===== config.mk =====
export PLATFORM = sky130hd
export DESIGN_NAME = pooling_unit_flat
export DESIGN_NICKNAME = d
export VERILOG_FILES = /design/src/rtl/pooling_unit_if.sv /design/src/rtl/pooling_unit.sv /design/src/flat_wrapper.sv
export SDC_FILE = /design/constraint.sdc
export NUM_CORES = 1
export LEC_CHECK = 0
export BUFFER_PORTS_ARGS = -buffer_cell sky130_fd_sc_hd__buf_2
export CAP_MARGIN = 0
export CORE_MARGIN = 1.5
export CORE_UTILIZATION = 25
export DETAILED_ROUTE_END_ITERATION = 8
export PLACE_DENSITY_LB_ADDON = 0.12
export SYNTH_ARGS = -nofsm -noshare
export SYNTH_HDL_FRONTEND = slang
export SYNTH_SLANG_ARGS = --single-unit

===== constraint.sdc =====
create_clock -name clk -period 4.3 [get_ports clk]
set_input_delay 0.43 -clock clk [delete_from_list [all_inputs] [get_ports clk]]
set_output_delay 0.43 -clock clk [all_outputs]
set_load 0.05 [all_outputs]

===== src/rtl/pooling_unit_if.sv =====
// Pixel stream bundle between a feature-map producer, the pooling engine and the next layer.
// The master side drives input pixels; the slave side is the pooling engine.
interface pooling_unit_if #(
    parameter int unsigned data_width = 32
);
    logic [data_width-1:0] data_in;
    logic                  valid_in;
    logic [data_width-1:0] data_out;
    logic                  valid_out;
    logic                  frame_done;

    modport master (
        output data_in,
        output valid_in,
        input  data_out,
        input  valid_out,
        input  frame_done
    );

    modport slave (
        input  data_in,
        input  valid_in,
        output data_out,
        output valid_out,
        output frame_done
    );
endinterface


===== src/rtl/pooling_unit.sv =====
// Streaming 2x2 stride-2 max/average pooling over a raster-order feature map.
// A horizontal pair register feeds a half-width line buffer; one registered output per 2x2 window.
module pooling_unit #(
    parameter int unsigned data_width = 32,
    parameter int unsigned width      = 4,
    parameter int unsigned height     = 4,
    parameter int unsigned mode       = 0,
    parameter int unsigned is_signed  = 1
) (
    input  logic           clk,
    input  logic           reset,
    pooling_unit_if.slave  bus
);
    localparam int unsigned hw    = data_width + 1;
    localparam int unsigned sw    = data_width + 2;
    localparam int unsigned col_w = (width > 1) ? $clog2(width) : 1;
    localparam int unsigned row_w = (height > 1) ? $clog2(height) : 1;
    localparam int unsigned lb_n  = width / 2;
    localparam int unsigned lb_w  = (lb_n > 1) ? $clog2(lb_n) : 1;

    // Odd or degenerate frame geometry cannot be pooled 2x2.
    if ((width % 2) != 0 || width < 2 || (height % 2) != 0 || height < 2) begin : g_bad_dims
        $fatal(1, "pooling_unit: width and height must be even and >= 2");
    end

    logic [col_w-1:0]      col;
    logic [row_w-1:0]      row;
    logic [data_width-1:0] pair_q;
    logic [hw-1:0]         line_buf [lb_n];
    logic [data_width-1:0] data_q;
    logic                  valid_q;
    logic                  done_q;

    logic [lb_w-1:0]       lb_idx_c;
    logic                  last_col_c;
    logic                  last_row_c;
    logic                  window_end_c;
    logic [hw-1:0]         px_ext_c;
    logic [hw-1:0]         pair_ext_c;
    logic [hw-1:0]         lb_rd_c;
    logic [hw-1:0]         h_c;
    logic [sw-1:0]         sum_c;
    logic [data_width-1:0] result_c;

    // Operands are widened by one bit (sign or zero) so a single signed compare serves both arithmetic modes.
    always_comb begin
        lb_idx_c     = lb_w'(col >> 1);
        last_col_c   = (col == col_w'(width - 1));
        last_row_c   = (row == row_w'(height - 1));
        window_end_c = col[0] && row[0];
        px_ext_c     = {((is_signed != 0) ? bus.data_in[data_width-1] : 1'b0), bus.data_in};
        pair_ext_c   = {((is_signed != 0) ? pair_q[data_width-1] : 1'b0), pair_q};
        lb_rd_c      = line_buf[lb_idx_c];
        h_c          = '0;
        sum_c        = '0;
        result_c     = '0;
        if (mode == 0) begin
            h_c      = ($signed(pair_ext_c) > $signed(px_ext_c)) ? pair_ext_c : px_ext_c;
            result_c = ($signed(lb_rd_c) > $signed(h_c)) ? data_width'(lb_rd_c) : data_width'(h_c);
        end else begin
            h_c      = pair_ext_c + px_ext_c;
            sum_c    = {((is_signed != 0) ? lb_rd_c[hw-1] : 1'b0), lb_rd_c}
                     + {((is_signed != 0) ? h_c[hw-1] : 1'b0), h_c};
            // Truncation after the shift discards the fill bits, so floor is the same for both signednesses.
            result_c = data_width'(sum_c >> 2);
        end
    end

    always_ff @(posedge clk or negedge reset) begin
        if (!reset) begin
            col     <= '0;
            row     <= '0;
            pair_q  <= '0;
            data_q  <= '0;
            valid_q <= 1'b0;
            done_q  <= 1'b0;
            for (int i = 0; i < int'(lb_n); i++) begin
                line_buf[i] <= '0;
            end
        end else if (bus.valid_in) begin
            if (last_col_c) begin
                col <= '0;
                row <= last_row_c ? '0 : row + row_w'(1);
            end else begin
                col <= col + col_w'(1);
            end

            if (!col[0]) begin
                pair_q <= bus.data_in;
            end else if (!row[0]) begin
                line_buf[lb_idx_c] <= h_c;
            end

            valid_q <= window_end_c;
            done_q  <= window_end_c && last_col_c && last_row_c;
            if (window_end_c) begin
                data_q <= result_c;
            end
        end else begin
            valid_q <= 1'b0;
            done_q  <= 1'b0;
        end
    end

    assign bus.data_out   = data_q;
    assign bus.valid_out  = valid_q;
    assign bus.frame_done = done_q;
endmodule


===== src/flat_wrapper.sv =====
// flat-port wrapper written by rule: the top's interface ports become plain ports
module pooling_unit_flat 
#(
    parameter int unsigned data_width = 32,
    parameter int unsigned width      = 4,
    parameter int unsigned height     = 4,
    parameter int unsigned mode       = 0,
    parameter int unsigned is_signed  = 1
)
  (clk, reset, bus_data_in, bus_valid_in, bus_data_out, bus_valid_out, bus_frame_done);
  pooling_unit_if #(.data_width(data_width)) bus_i ();
  input  logic clk;
  input  logic reset;
  input wire logic [$bits(bus_i.data_in)-1:0] bus_data_in;
  input wire logic [$bits(bus_i.valid_in)-1:0] bus_valid_in;
  output wire logic [$bits(bus_i.data_out)-1:0] bus_data_out;
  output wire logic [$bits(bus_i.valid_out)-1:0] bus_valid_out;
  output wire logic [$bits(bus_i.frame_done)-1:0] bus_frame_done;
  assign bus_i.data_in = bus_data_in;
  assign bus_i.valid_in = bus_valid_in;
  assign bus_data_out = bus_i.data_out;
  assign bus_valid_out = bus_i.valid_out;
  assign bus_frame_done = bus_i.frame_done;
  pooling_unit #(.data_width(data_width), .width(width), .height(height), .mode(mode), .is_signed(is_signed)) u_core (.clk(clk), .reset(reset), .bus(bus_i));
endmodule

# Yosys cells after proc, flatten, opt, wreduce, memory -nomap -nowiden
# Index checks and enable logic that the tools add are counted.
[word_totals]
reg_bits = 136
inputBits = 35
out_inout_bits = 34
word_cells = 39
[classes]
n_addsub = 2
n_lt_le_gt_ge = 4
n_eq_ne = 2
muxes = 12
n_bitwise = 3
n_reduce_logical = 8
[op_table]
columns = ["op", "count"]
rows = [
  ["33-bit two-way mux", 5],
  ["66-bit bitwise mux", 1],
  ["33-bit demux with 1-bit select", 1],
  ["33-bit greater-than comparator", 1],
  ["32-bit greater-than comparator", 1],
  ["32-bit two-way mux", 1],
  ["2-bit AND reduction", 3],
  ["2-bit by 1-bit adder with 2-bit output (second input constant)", 2],
  ["2-bit == test (second input constant)", 2],
  ["1-bit logical AND", 4],
  ["2-bit two-way mux", 2],
  ["3-bit AND reduction", 1],
  ["2-bit greater-or-equal comparator (second input constant)", 1],
  ["2-bit by 1-bit less-than comparator with 1-bit output (second input constant)", 1],
  ["1-bit two-way mux", 2],
  ["1-bit NOT", 2],
  ["1-bit NOT with 2-bit output", 1],
]

# Depth between registers and ports, before layout
[depth]
ltp_word = 6
ltp_mapped = 19
mapped_depth_nobuf = 16

# Least setup slack after synthesis
# Ideal clock, no wire load.
[synth_path]
kind = "in2reg"
start = "input bus_data_in[31]"
end = "register u_core.data_q[10] (netlist: u_core.bus.data_out[10])"
setup_ns = 0.096
t_arrival_ns = 4.508
required_time_ns = 4.204
slack_ns = -0.303
path_stages = 19
n_path_buf = 3
path_cell_list = "inv_1 ha_1 nand4_1 or4_1 nor3_1 a211oi_1 a211oi_4 buf_4 mux2i_1 ha_1 a21o_1 a21o_1 a211oi_1 o21ai_0 a211o_1 and2_1 clkbuf_1 clkbuf_1 o31ai_1"
[synth_between]
elab_chain_cells = 4
[synth_lines]
columns = ["item", "line", "source"]
rows = [
  ["from (decl)", "flat_wrapper.sv:14", "input wire logic [$bits(bus_i.data_in)-1:0] bus_data_in;"],
  ["32-bit greater-than comparator", "pooling_unit.sv:58", "h_c = ($signed(pair_ext_c) > $signed(px_ext_c)) ? pair_ext_c : px_ext_c;"],
  ["33-bit two-way mux (*)", "pooling_unit.sv:58", ""],
  ["33-bit greater-than comparator", "pooling_unit.sv:59", "result_c = ($signed(lb_rd_c) > $signed(h_c)) ? data_width'(lb_rd_c) : data_width'(h_c);"],
  ["32-bit two-way mux (*)", "pooling_unit.sv:59", ""],
  ["to (signal assigned)", "pooling_unit.sv:97", "data_q <= result_c;"],
  ["to (decl)", "pooling_unit.sv:30", "logic [data_width-1:0] data_q;"],
]
# Mark *: on every way between the ends. The rest lies on a longest branch, timed or not.
# A chain may end at the register's enable or synchronous reset.

# Final worst setup path
[layout_path]
start = "register u_core.pair_q[15]"
end = "register u_core.data_q[11] (netlist: u_core.bus.data_out[11])"
[layout_between]
elab_chain_cells = 4
[layout_lines]
columns = ["item", "line", "source"]
rows = [
  ["from (decl)", "pooling_unit.sv:28", "logic [data_width-1:0] pair_q;"],
  ["from (signal assigned)", "pooling_unit.sv:89", "pair_q <= bus.data_in;"],
  ["32-bit greater-than comparator", "pooling_unit.sv:58", ""],
  ["33-bit two-way mux (*)", "pooling_unit.sv:58", ""],
  ["33-bit greater-than comparator", "pooling_unit.sv:59", ""],
  ["32-bit two-way mux (*)", "pooling_unit.sv:59", ""],
]
# Marks and branches as above.

==> results.txt <==
Finished Cell Area: 10300 um2
worst hold path type: input pin to asynchronous set/reset pin
cts bufs inserted: 17
synthesized flop and latch total: 134
period utilisation layout: 106%
Total Routing Usage GR: 15.7%
Netlist Area Pre-Place: 7410 um2
ANT cells: 0
Post-synth ARST share: 100%
top-count cell post-synth: dfrtp_1
placed wire-length estimate: 15600 um
number of buffers added on ports: 68
Max Slew Vio Count: 0
CTS tree: done
dominant cell type by area after synthesis: dfrtp_1
GR Overflow Total: 0
Synth cell types: 35
Row Count: 62
DRT Wirelength: 23000 um
failing checks: negative setup slack
clk root buf: clkbuf_16
Final WS setup: -0.268 ns
# DRC: 0
drt first pass iters: 4
Critical Path AT: 4.89 ns
pre-CTS setup slack: -0.802 ns
Ys Warns: 0
wire length per cell: 17.5 um
RSZ-0062 raised after global routing: true
Iteration-0 DRC Markers: 257
Worst Path Class, Setup: register to register
Post-synth top cells: dfrtp_1 (134), nand2_1 (78), o21ai_0 (74), ha_1 (66), a21oi_1 (51)
Starting Density: 25.6%
Syn Nets: 849
vias per inst: 4.59
CP Launch Type: register
largest cells by area after synthesis: dfrtp_1 (45%), ha_1 (11%), mux2_2 (5.2%)
Fmax achieved: 219 MHz
max-cap violations: 0
GPL Wtd Cong: 0.723
Post-synth EDFFs: 0
Synth Flop Type: dfrtp_1
Yosys top cell area share: 45.3%
share of layout cells above drive strength 1: 36.0%
Core ar.: 28900 um2
crit path capture type: register
Area after DPL: 9350 um2
die area: 30700 um2
Worst-Margin Slew: 0.856 ns
CTS H-Tree Depth: 4
Die Height: 175 um
Required @ worst endpoint: 4.62 ns
initial antenna violation count: 0
CP Max Fanout: 16
status: finished, violations left
via count: 6050
Final nets: 1024
syn_area_per_cell: 9.90 um2
Final ANT Viol Nets: 0
clock buffer depth: 2
Post-Syn Instances: 748
clock sinks: 134
Max Clock Skew: 0.0115 ns
number of global-route vias before repair: 6297
die width: 175 um
Skew-Pair Late Insertion Delay: 0.42 ns
pin count of the biggest net entering global routing: 86
first-pass GRT wire length: 36800 um
Final setup viols: 32
sequential area share after synthesis: 45.3%
Max-slew headroom: 42.9%
Hold Fails Final Rpt: 0
boundary pin count: 69
synthesis-to-finish area growth: 39.4%
clock edge transition at the registers on the reported setup and hold paths: 0.06 ns
Final Critical Period: 4.57 ns
-- what timing repair did --
action | in CTS | in global routing
setup buffers | 9 | 1
hold buffers | 0 | 0
endpoints found under the setup margin | 32 | 32
cloned | 1 | 0
gates resized for setup | 42 | 10
pin swaps | 10 | 1
-- final timing paths --
| path | slack (ns) | cells past startpoint | from | end |
|---|---|---|---|---|
| max in group asynchronous | 3.26 | 2 | reset | u_core.pair_q[2]$_DFFE_PN0P_ |
| worst max register to register | -0.27 | 18 | u_core.pair_q[15]$_DFFE_PN0P_ | u_core.bus.data_out[11]$_DFFE_PN0P_ |
| worst min register to register | 0.47 | 2 | u_core.line_buf[3]$_DFFE_PN0P_ | u_core.line_buf[3]$_DFFE_PN0P_ |
| worst max-delay path | -0.27 | 18 | u_core.pair_q[15]$_DFFE_PN0P_ | u_core.bus.data_out[11]$_DFFE_PN0P_ |
| worst min-delay path | 0.09 | 1 | reset | u_core.pair_q[13]$_DFFE_PN0P_ |
| min in group clk | 0.30 | 3 | bus_data_in[5] | u_core.pair_q[5]$_DFFE_PN0P_ |
-- flip-flops by register name (all words and copies together), names as in the netlist --
register               count
u_core.bus.data_out       32
u_core.bus.frame_done      1
u_core.bus.valid_out       1
u_core.col                 2
u_core.line_buf           64
u_core.pair_q             32
u_core.row                 2
-- metal layers --
layer  vias to the layer above  global-route usage, %  wire, um
met4                         0                   3.35       208
met1                      2889                   22.0     11600
met2                        77                   25.1     10700
met5                         -                      0         0
li1                       3073                      -         -
met3                        11                   2.83       585
-- stage by stage --
step / utilization (%) / std cells / hold slack (ns) / TNS, ns
after floorplan: - / 748 / 0.134 / -0.896
after global routing: 35.7 / 1318 / 0.147 / -15.30
after detailed placement: 32.3 / 1277 / 0.465 / -23.85
final: 35.7 / 1318 / 0.0917 / -7.18
after global placement: 32.3 / 1277 / 0.456 / -23.21
after CTS: 35.4 / 1317 / 0.132 / -8.14
-- worst max-delay path, stage by stage, from the launching register on --
cell and delay, ns:
dfrtp_1 0.38, ha_1 0.30, nand4_1 0.22, or4_4 0.51, nor3_4 0.24, a211oi_2 0.07, a211oi_4 0.33, buf_12 0.19
buf_8 0.14, mux2i_4 0.28, ha_4 0.24, a21oi_2 0.14, o21ai_2 0.08, a221oi_2 0.26, o211ai_1 0.16, a211o_1 0.32
and2_4 0.20, buf_12 0.17, o31ai_1 0.22
-- cells in the final DEF (no fill, tap or decap), types with 25 or more instances in the layout --
cell type	Yosys	final
mux2_2	34	34
o31ai_1	32	28
ha_1	66	51
nand2_1	78	77
dfrtp_1	134	134
a41oi_1	31	25
buf_4	3	120
buf_2	0	67
a21oi_1	51	47
inv_1	39	31
o21ai_0	74	71
nor2_1	43	43
and2_1	32	31
-- cells by family (layout without fill, tap and decap cells) --
kind of cell             Yosys count  count (layout)  share of synthesized area, %
multiplexers                      67              67                          9.63
buffers and inverters             85             271                          4.46
AO/OA/AOI/OAI                    213             213                          18.2
adder cells (fa/ha/maj)           66              66                          11.1
AND/OR/NAND/NOR                  183             183                          11.3
flip-flops                       134             134                          45.3
-- layout make-up --
class | instances | area (um2)
Tap cell | 384 | 480
Timing Repair Buffer | 202 | 1510
Clock inverter | 11 | 104
Inverter | 39 | 171
Clock buffer | 19 | 453
Multi-Input combinational cell | 529 | 4250
Fill cell | 2932 | 18600
Sequential cell | 134 | 3350
Power is not shown: default switching activity piles up to over one toggle a cycle in this logic, so the estimate is an artifact.
